## src/rtl/mda_hdmi_ctrl.sv

```systemverilog
// rtl/mda_hdmi_ctrl.sv - MDA frame-lock controller driving HDMI palette select and output enable
// Debounces the colour switches, measures lines per frame and gates video on a stable lock.
module mda_hdmi_ctrl #(
  parameter int DEBOUNCE_MAX  = 16384,
  parameter int LINES_NOMINAL = 370,
  parameter int LINE_TOL      = 4,
  parameter int LOCK_FRAMES   = 4,
  parameter int VS_TIMEOUT    = 1048576
) (
  input  logic       clk,
  input  logic       reset_n,
  input  logic       hsync,
  input  logic       vsync,
  input  logic       switch2,
  input  logic       switch3,
  output logic [1:0] palette,
  output logic       palette_chg,
  output logic       locked,
  output logic       out_enable,
  output logic [9:0] frame_lines
);

  localparam int DW = $clog2(DEBOUNCE_MAX);
  localparam int WW = $clog2(VS_TIMEOUT);
  localparam int GW = $clog2(LOCK_FRAMES + 1);

  localparam logic [DW-1:0] DB_LAST   = DW'(DEBOUNCE_MAX - 1);
  localparam logic [WW-1:0] WD_LAST   = WW'(VS_TIMEOUT - 1);
  localparam logic [GW-1:0] GOOD_LAST = GW'(LOCK_FRAMES - 1);
  localparam logic [9:0]    LINE_MAX  = 10'h3FF;
  localparam logic [9:0]    LINES_LO  = 10'(LINES_NOMINAL - LINE_TOL);
  localparam logic [9:0]    LINES_HI  = 10'(LINES_NOMINAL + LINE_TOL);

  typedef enum logic [1:0] {SEARCH, CHECK, LOCKED} state_t;

  state_t          state, state_nxt;
  logic [GW-1:0]   good_cnt, good_nxt;
  logic            miss_cnt, miss_nxt;

  logic [1:0]      sw_s1, sw_s2, stable;
  logic [DW-1:0]   db_cnt [2];
  logic            hs_prev, vs_prev;
  logic            hs_rise, vs_rise;
  logic [9:0]      line_cnt, cand;
  logic            good;
  logic [WW-1:0]   wd;
  logic            timeout;

  assign hs_rise = hsync & ~hs_prev;
  assign vs_rise = vsync & ~vs_prev;
  assign timeout = ~vs_rise && (wd == WD_LAST);

  // Bit 1 is switch2 and bit 0 is switch3, so stable lines up with the palette encoding.
  always_ff @(posedge clk or negedge reset_n) begin
    if (!reset_n) begin
      sw_s1     <= '0;
      sw_s2     <= '0;
      stable    <= '0;
      db_cnt[0] <= '0;
      db_cnt[1] <= '0;
    end else begin
      sw_s1 <= {switch2, switch3};
      sw_s2 <= sw_s1;
      for (int i = 0; i < 2; i++) begin
        if (sw_s2[i] == stable[i]) begin
          db_cnt[i] <= '0;
        end else if (db_cnt[i] == DB_LAST) begin
          stable[i] <= sw_s2[i];
          db_cnt[i] <= '0;
        end else begin
          db_cnt[i] <= db_cnt[i] + DW'(1);
        end
      end
    end
  end

  // A line starting in the vsync cycle still belongs to the frame being closed.
  always_comb begin
    cand = line_cnt;
    if (hs_rise && line_cnt != LINE_MAX) cand = line_cnt + 10'd1;
  end

  assign good = (cand >= LINES_LO) && (cand <= LINES_HI);

  always_ff @(posedge clk or negedge reset_n) begin
    if (!reset_n) begin
      hs_prev     <= 1'b0;
      vs_prev     <= 1'b0;
      line_cnt    <= '0;
      frame_lines <= '0;
      palette     <= '0;
      palette_chg <= 1'b0;
      wd          <= '0;
    end else begin
      hs_prev     <= hsync;
      vs_prev     <= vsync;
      palette_chg <= vs_rise && (stable != palette);
      if (vs_rise) begin
        line_cnt    <= '0;
        frame_lines <= cand;
        palette     <= stable;
        wd          <= '0;
      end else begin
        if (hs_rise && line_cnt != LINE_MAX) line_cnt <= line_cnt + 10'd1;
        if (wd != WD_LAST) wd <= wd + WW'(1);
      end
    end
  end

  always_ff @(posedge clk or negedge reset_n) begin
    if (!reset_n) begin
      state      <= SEARCH;
      good_cnt   <= '0;
      miss_cnt   <= 1'b0;
      locked     <= 1'b0;
      out_enable <= 1'b0;
    end else begin
      state      <= state_nxt;
      good_cnt   <= good_nxt;
      miss_cnt   <= miss_nxt;
      locked     <= (state_nxt == LOCKED);
      out_enable <= (state_nxt == LOCKED);
    end
  end

  always_comb begin
    state_nxt = state;
    good_nxt  = good_cnt;
    miss_nxt  = miss_cnt;
    if (timeout) begin
      state_nxt = SEARCH;
      good_nxt  = '0;
      miss_nxt  = 1'b0;
    end else if (vs_rise) begin
      case (state)
        SEARCH: begin
          if (good) begin
            if (LOCK_FRAMES == 1) begin
              state_nxt = LOCKED;
              good_nxt  = '0;
            end else begin
              state_nxt = CHECK;
              good_nxt  = GW'(1);
            end
            miss_nxt = 1'b0;
          end
        end
        CHECK: begin
          if (!good) begin
            state_nxt = SEARCH;
            good_nxt  = '0;
          end else if (good_cnt == GOOD_LAST) begin
            state_nxt = LOCKED;
            good_nxt  = '0;
            miss_nxt  = 1'b0;
          end else begin
            good_nxt = good_cnt + GW'(1);
          end
        end
        LOCKED: begin
          if (good) begin
            miss_nxt = 1'b0;
          end else if (miss_cnt) begin
            state_nxt = SEARCH;
            good_nxt  = '0;
            miss_nxt  = 1'b0;
          end else begin
            miss_nxt = 1'b1;
          end
        end
        default: begin
          state_nxt = SEARCH;
          good_nxt  = '0;
          miss_nxt  = 1'b0;
        end
      endcase
    end
  end

endmodule
```

## config.mk

```make
export PLATFORM = sky130hd
export DESIGN_NAME = mda_hdmi_ctrl
export DESIGN_NICKNAME = d
export VERILOG_FILES = /design/src/rtl/mda_hdmi_ctrl.sv
export SDC_FILE = /design/constraint.sdc
export NUM_CORES = 1
export LEC_CHECK = 0
export CAP_MARGIN = 20
export CELL_PAD_IN_SITES_DETAIL_PLACEMENT = 0
export CELL_PAD_IN_SITES_GLOBAL_PLACEMENT = 1
export CORE_ASPECT_RATIO = 0.8
export CORE_MARGIN = 10
export CORE_UTILIZATION = 45
export CTS_CLUSTER_DIAMETER = 80
export CTS_CLUSTER_SIZE = 25
export DETAILED_ROUTE_END_ITERATION = 16
export PLACE_DENSITY = 0.79
export SETUP_SLACK_MARGIN = 0.3
export SYNTH_ARGS = -nofsm -noshare
export SYNTH_HDL_FRONTEND = slang
export SYNTH_SLANG_ARGS = --single-unit
```

## constraint.sdc

```tcl
create_clock -name clk -period 3.6 [get_ports clk]
set_input_delay 0.36 -clock clk [delete_from_list [all_inputs] [get_ports clk]]
set_output_delay 0.36 -clock clk [all_outputs]
set_load 0.01 [all_outputs]
```

==> out/qor.txt <==
Fin util - 52.4%
Final setup TNS - 0 ps
FF+latch area - 2150 µm²
Area of the die - 13,400 µm²
Cts hold-fix bufs - 0
Post-synth top area cell - dfrtp_1
Chip Height - 106 µm
Multi-input gate area - 1890 µm²
Crit Path Class - primary input to flip-flop
Fmax achieved - 357 MHz
CP arrival - 3020 ps
CTS tree - built
Critical-path top delay cell - or4b_4
Max FO, Critical Path - 7
Family with the most delay on the worst path - simple AND/OR/NAND/NOR gates
CP bufs+invs - 1
Slew Viols, Final - 0
Final nets - 443
Seq/Total Area, Yosys - 52.1%
H-Tree Depth - 3
Post-CTS setup buffer count - 0
DR iter-0 viols - 238
Cell Rows - 31
Post-synth EDFFs - 0
Initial cell density of the core - 45.9%
TritonRoute pass-1 iters - 4
Commonest cells post-synth - dfrtp_1 (86), nor2_1 (62), nand2_1 (41)
Clock sinks - 86
Layout overhead on the synthesized area - 14.1%
Top cell type's share of synthesized area - 52.1%
Count leader, synth - dfrtp_1
Die width - 127 µm
Global-route wire length before repair - 14,100 µm
Routed WL - 7820 µm
Antenna violations before repair - 0
Pwr dens - 449 nW/µm²
Synth top area cells - dfrtp_1 (52%), nor2_1 (5.6%), xor2_1 (5.1%)
Fillers - 811
Clock skew - 6.29 ps
Gr usage total - 12.7%
Yosys warnings - 0
RSZ-0062 raised after global routing - false
Slew margin rel. - 36.4%
Max Cap Viol - 0
Synth Instances - 412
Wire per inst - 14.2 µm
IO Pins - 21
Post-cts repair resize count - 0
Minimum clock period - 2800 ps
Vias - 2,972
Antenna-violating nets left - 0
Tightest Pin Transition - 955 ps
DP HPWL - 5170 µm
Post-Syn Area - 4130 µm²
WHS - 146 ps
Post-synth cell types - 54
Maximum VDD drop - 0.303 mV
Largest net degree at the start of global routing - 73
Worst Path Required - 3820 ps
R2r setup slk - 800 ps
Worst setup SP type - primary input
Final hold violations - 0
Final Power - 2.12 mW
Layout cells sized above 1 - 7.55%
Vias in the first global route - 2,960
Main synth FF type - dfrtp_1
Pleak - 2.04 nW
Status - complete, no violations
GRT overflow - 0
Syn nets - 423
Critical path cell sequence - clkdlybuf4s50_1 -> or2b_4 -> nor4_1 -> mux2i_1 -> or4b_4 -> a211oi_4 -> mux2i_1 -> o21ai_1
Core area - 9000 µm²
Hold/Removal Path Class - primary input to async pin
Most frequent CP cell - mux2i_1
Clock Tree Root - clkbuf_16
CTS Buffer Depth - 2
Residual DRC - 0
# diodes - 0
Worst-path clk slew - 60 ps
Post-route clock period utilization - 77.9%
Crit path capture type - flip-flop
Syn Area/Cell - 10.0 µm²
Async SR Flop Fraction - 100%
CTS Buf Count - 9
PortBufs - 20
Worst skew pair latency - 340 ps
Final setup viols - 0
Yosys reg bits - 86
Slowest cell delay on critical path - 540 ps
Global placement routability congestion - 0.830
Vias per cell - 5.38
layout by cell type, fill, tap and decap left out, types with 2 or more instances in the layout:
cell,synthesis,routed
o21ai_0,21,21
a21o_1,2,2
nor2_1,62,62
clkinvlp_4,0,2
clkinv_2,0,2
nor3_1,7,7
ha_1,5,5
clkbuf_16,0,9
nor2b_1,6,5
or3_1,6,6
mux2i_1,6,6
xor2_1,24,24
and3_1,14,14
a21oi_1,10,10
nand2b_1,3,3
dfrtp_1,86,86
inv_1,4,4
nand4_1,10,10
and4_1,4,4
nand3_1,29,29
nor4_1,2,2
xnor2_1,19,19
nand2_1,41,41
o21ai_1,4,4
a32oi_1,2,2
clkdlybuf4s50_1,0,19
and2_1,4,4
buf_4,1,3
mux2_2,2,2
sequential cells by signal (all words and copies together) (netlist names), 2 cells and up:
| name | cells |
|---|---|
| db_cnt | 28 |
| wd | 20 |
| frame_lines | 10 |
| line_cnt | 10 |
| good_cnt | 3 |
| palette | 2 |
| stable | 2 |
| state | 2 |
| sw_s1 | 2 |
| sw_s2 | 2 |
layer usage:
| metal | vias to the layer above | share of wire (%) | GRT usage [%] |
|---|---|---|---|
| met5 | - | 0 | 0 |
| met4 | 0 | 1.3 | 4.38 |
| met3 | 6 | 3.6 | 4.46 |
| met2 | 52 | 44 | 18.9 |
| met1 | 1440 | 51 | 16.7 |
| li1 | 1474 | - | - |
power by group:
| group | switching [mW] | internal [mW] | leakage, nW |
|---|---|---|---|
| sequential | 0.0417 | 1.01 | 1.17 |
| combinational | 0.0858 | 0.0604 | 0.730 |
| clock | 0.384 | 0.538 | 0.142 |
| total | 0.512 | 1.61 | 2.04 |
logic make-up after synthesis:
family | count (synthesis) | share of synthesized area [%]
AO/OA/AOI/OAI | 56 | 9.35
XOR/XNOR | 43 | 9.11
AND/OR/NAND/NOR | 197 | 23.8
multiplexers | 8 | 2.00
buffers and inverters | 17 | 2.18
flip-flops | 86 | 52.1
adder cells (fa/ha/maj) | 5 | 1.51
path summary, 6_finish.rpt:
path                       depth (start not counted)     endpoint   startpoint
max reg2reg                                        8  good_cnt[0]  line_cnt[1]
min in group clk                                   0     sw_s2[0]     sw_s1[0]
max in group asynchronous                          2    db_cnt[8]      reset_n
min                                                1  line_cnt[8]      reset_n
max                                                8  good_cnt[0]        hsync
min reg2reg                                        0     sw_s2[0]     sw_s1[0]
per-stage QoR:
step	worst slack, ps	cell area, µm²	std cells
detailed placement	430	4420	536
global placement	500	4420	536
finish	796	4720	552
floorplan	1160	4130	412
global route	593	4720	552
CTS	799	4720	552
final cells by class:
class,instances,area share [%]
clock inverters,7,1.54
clock buffers,9,4.78
well taps,115,3.05
repair buffers,22,4.51
inverters,4,0.318
flip-flops and latches,86,45.6
multi-input cells,309,40.2
(Power assumes the default switching activity.)
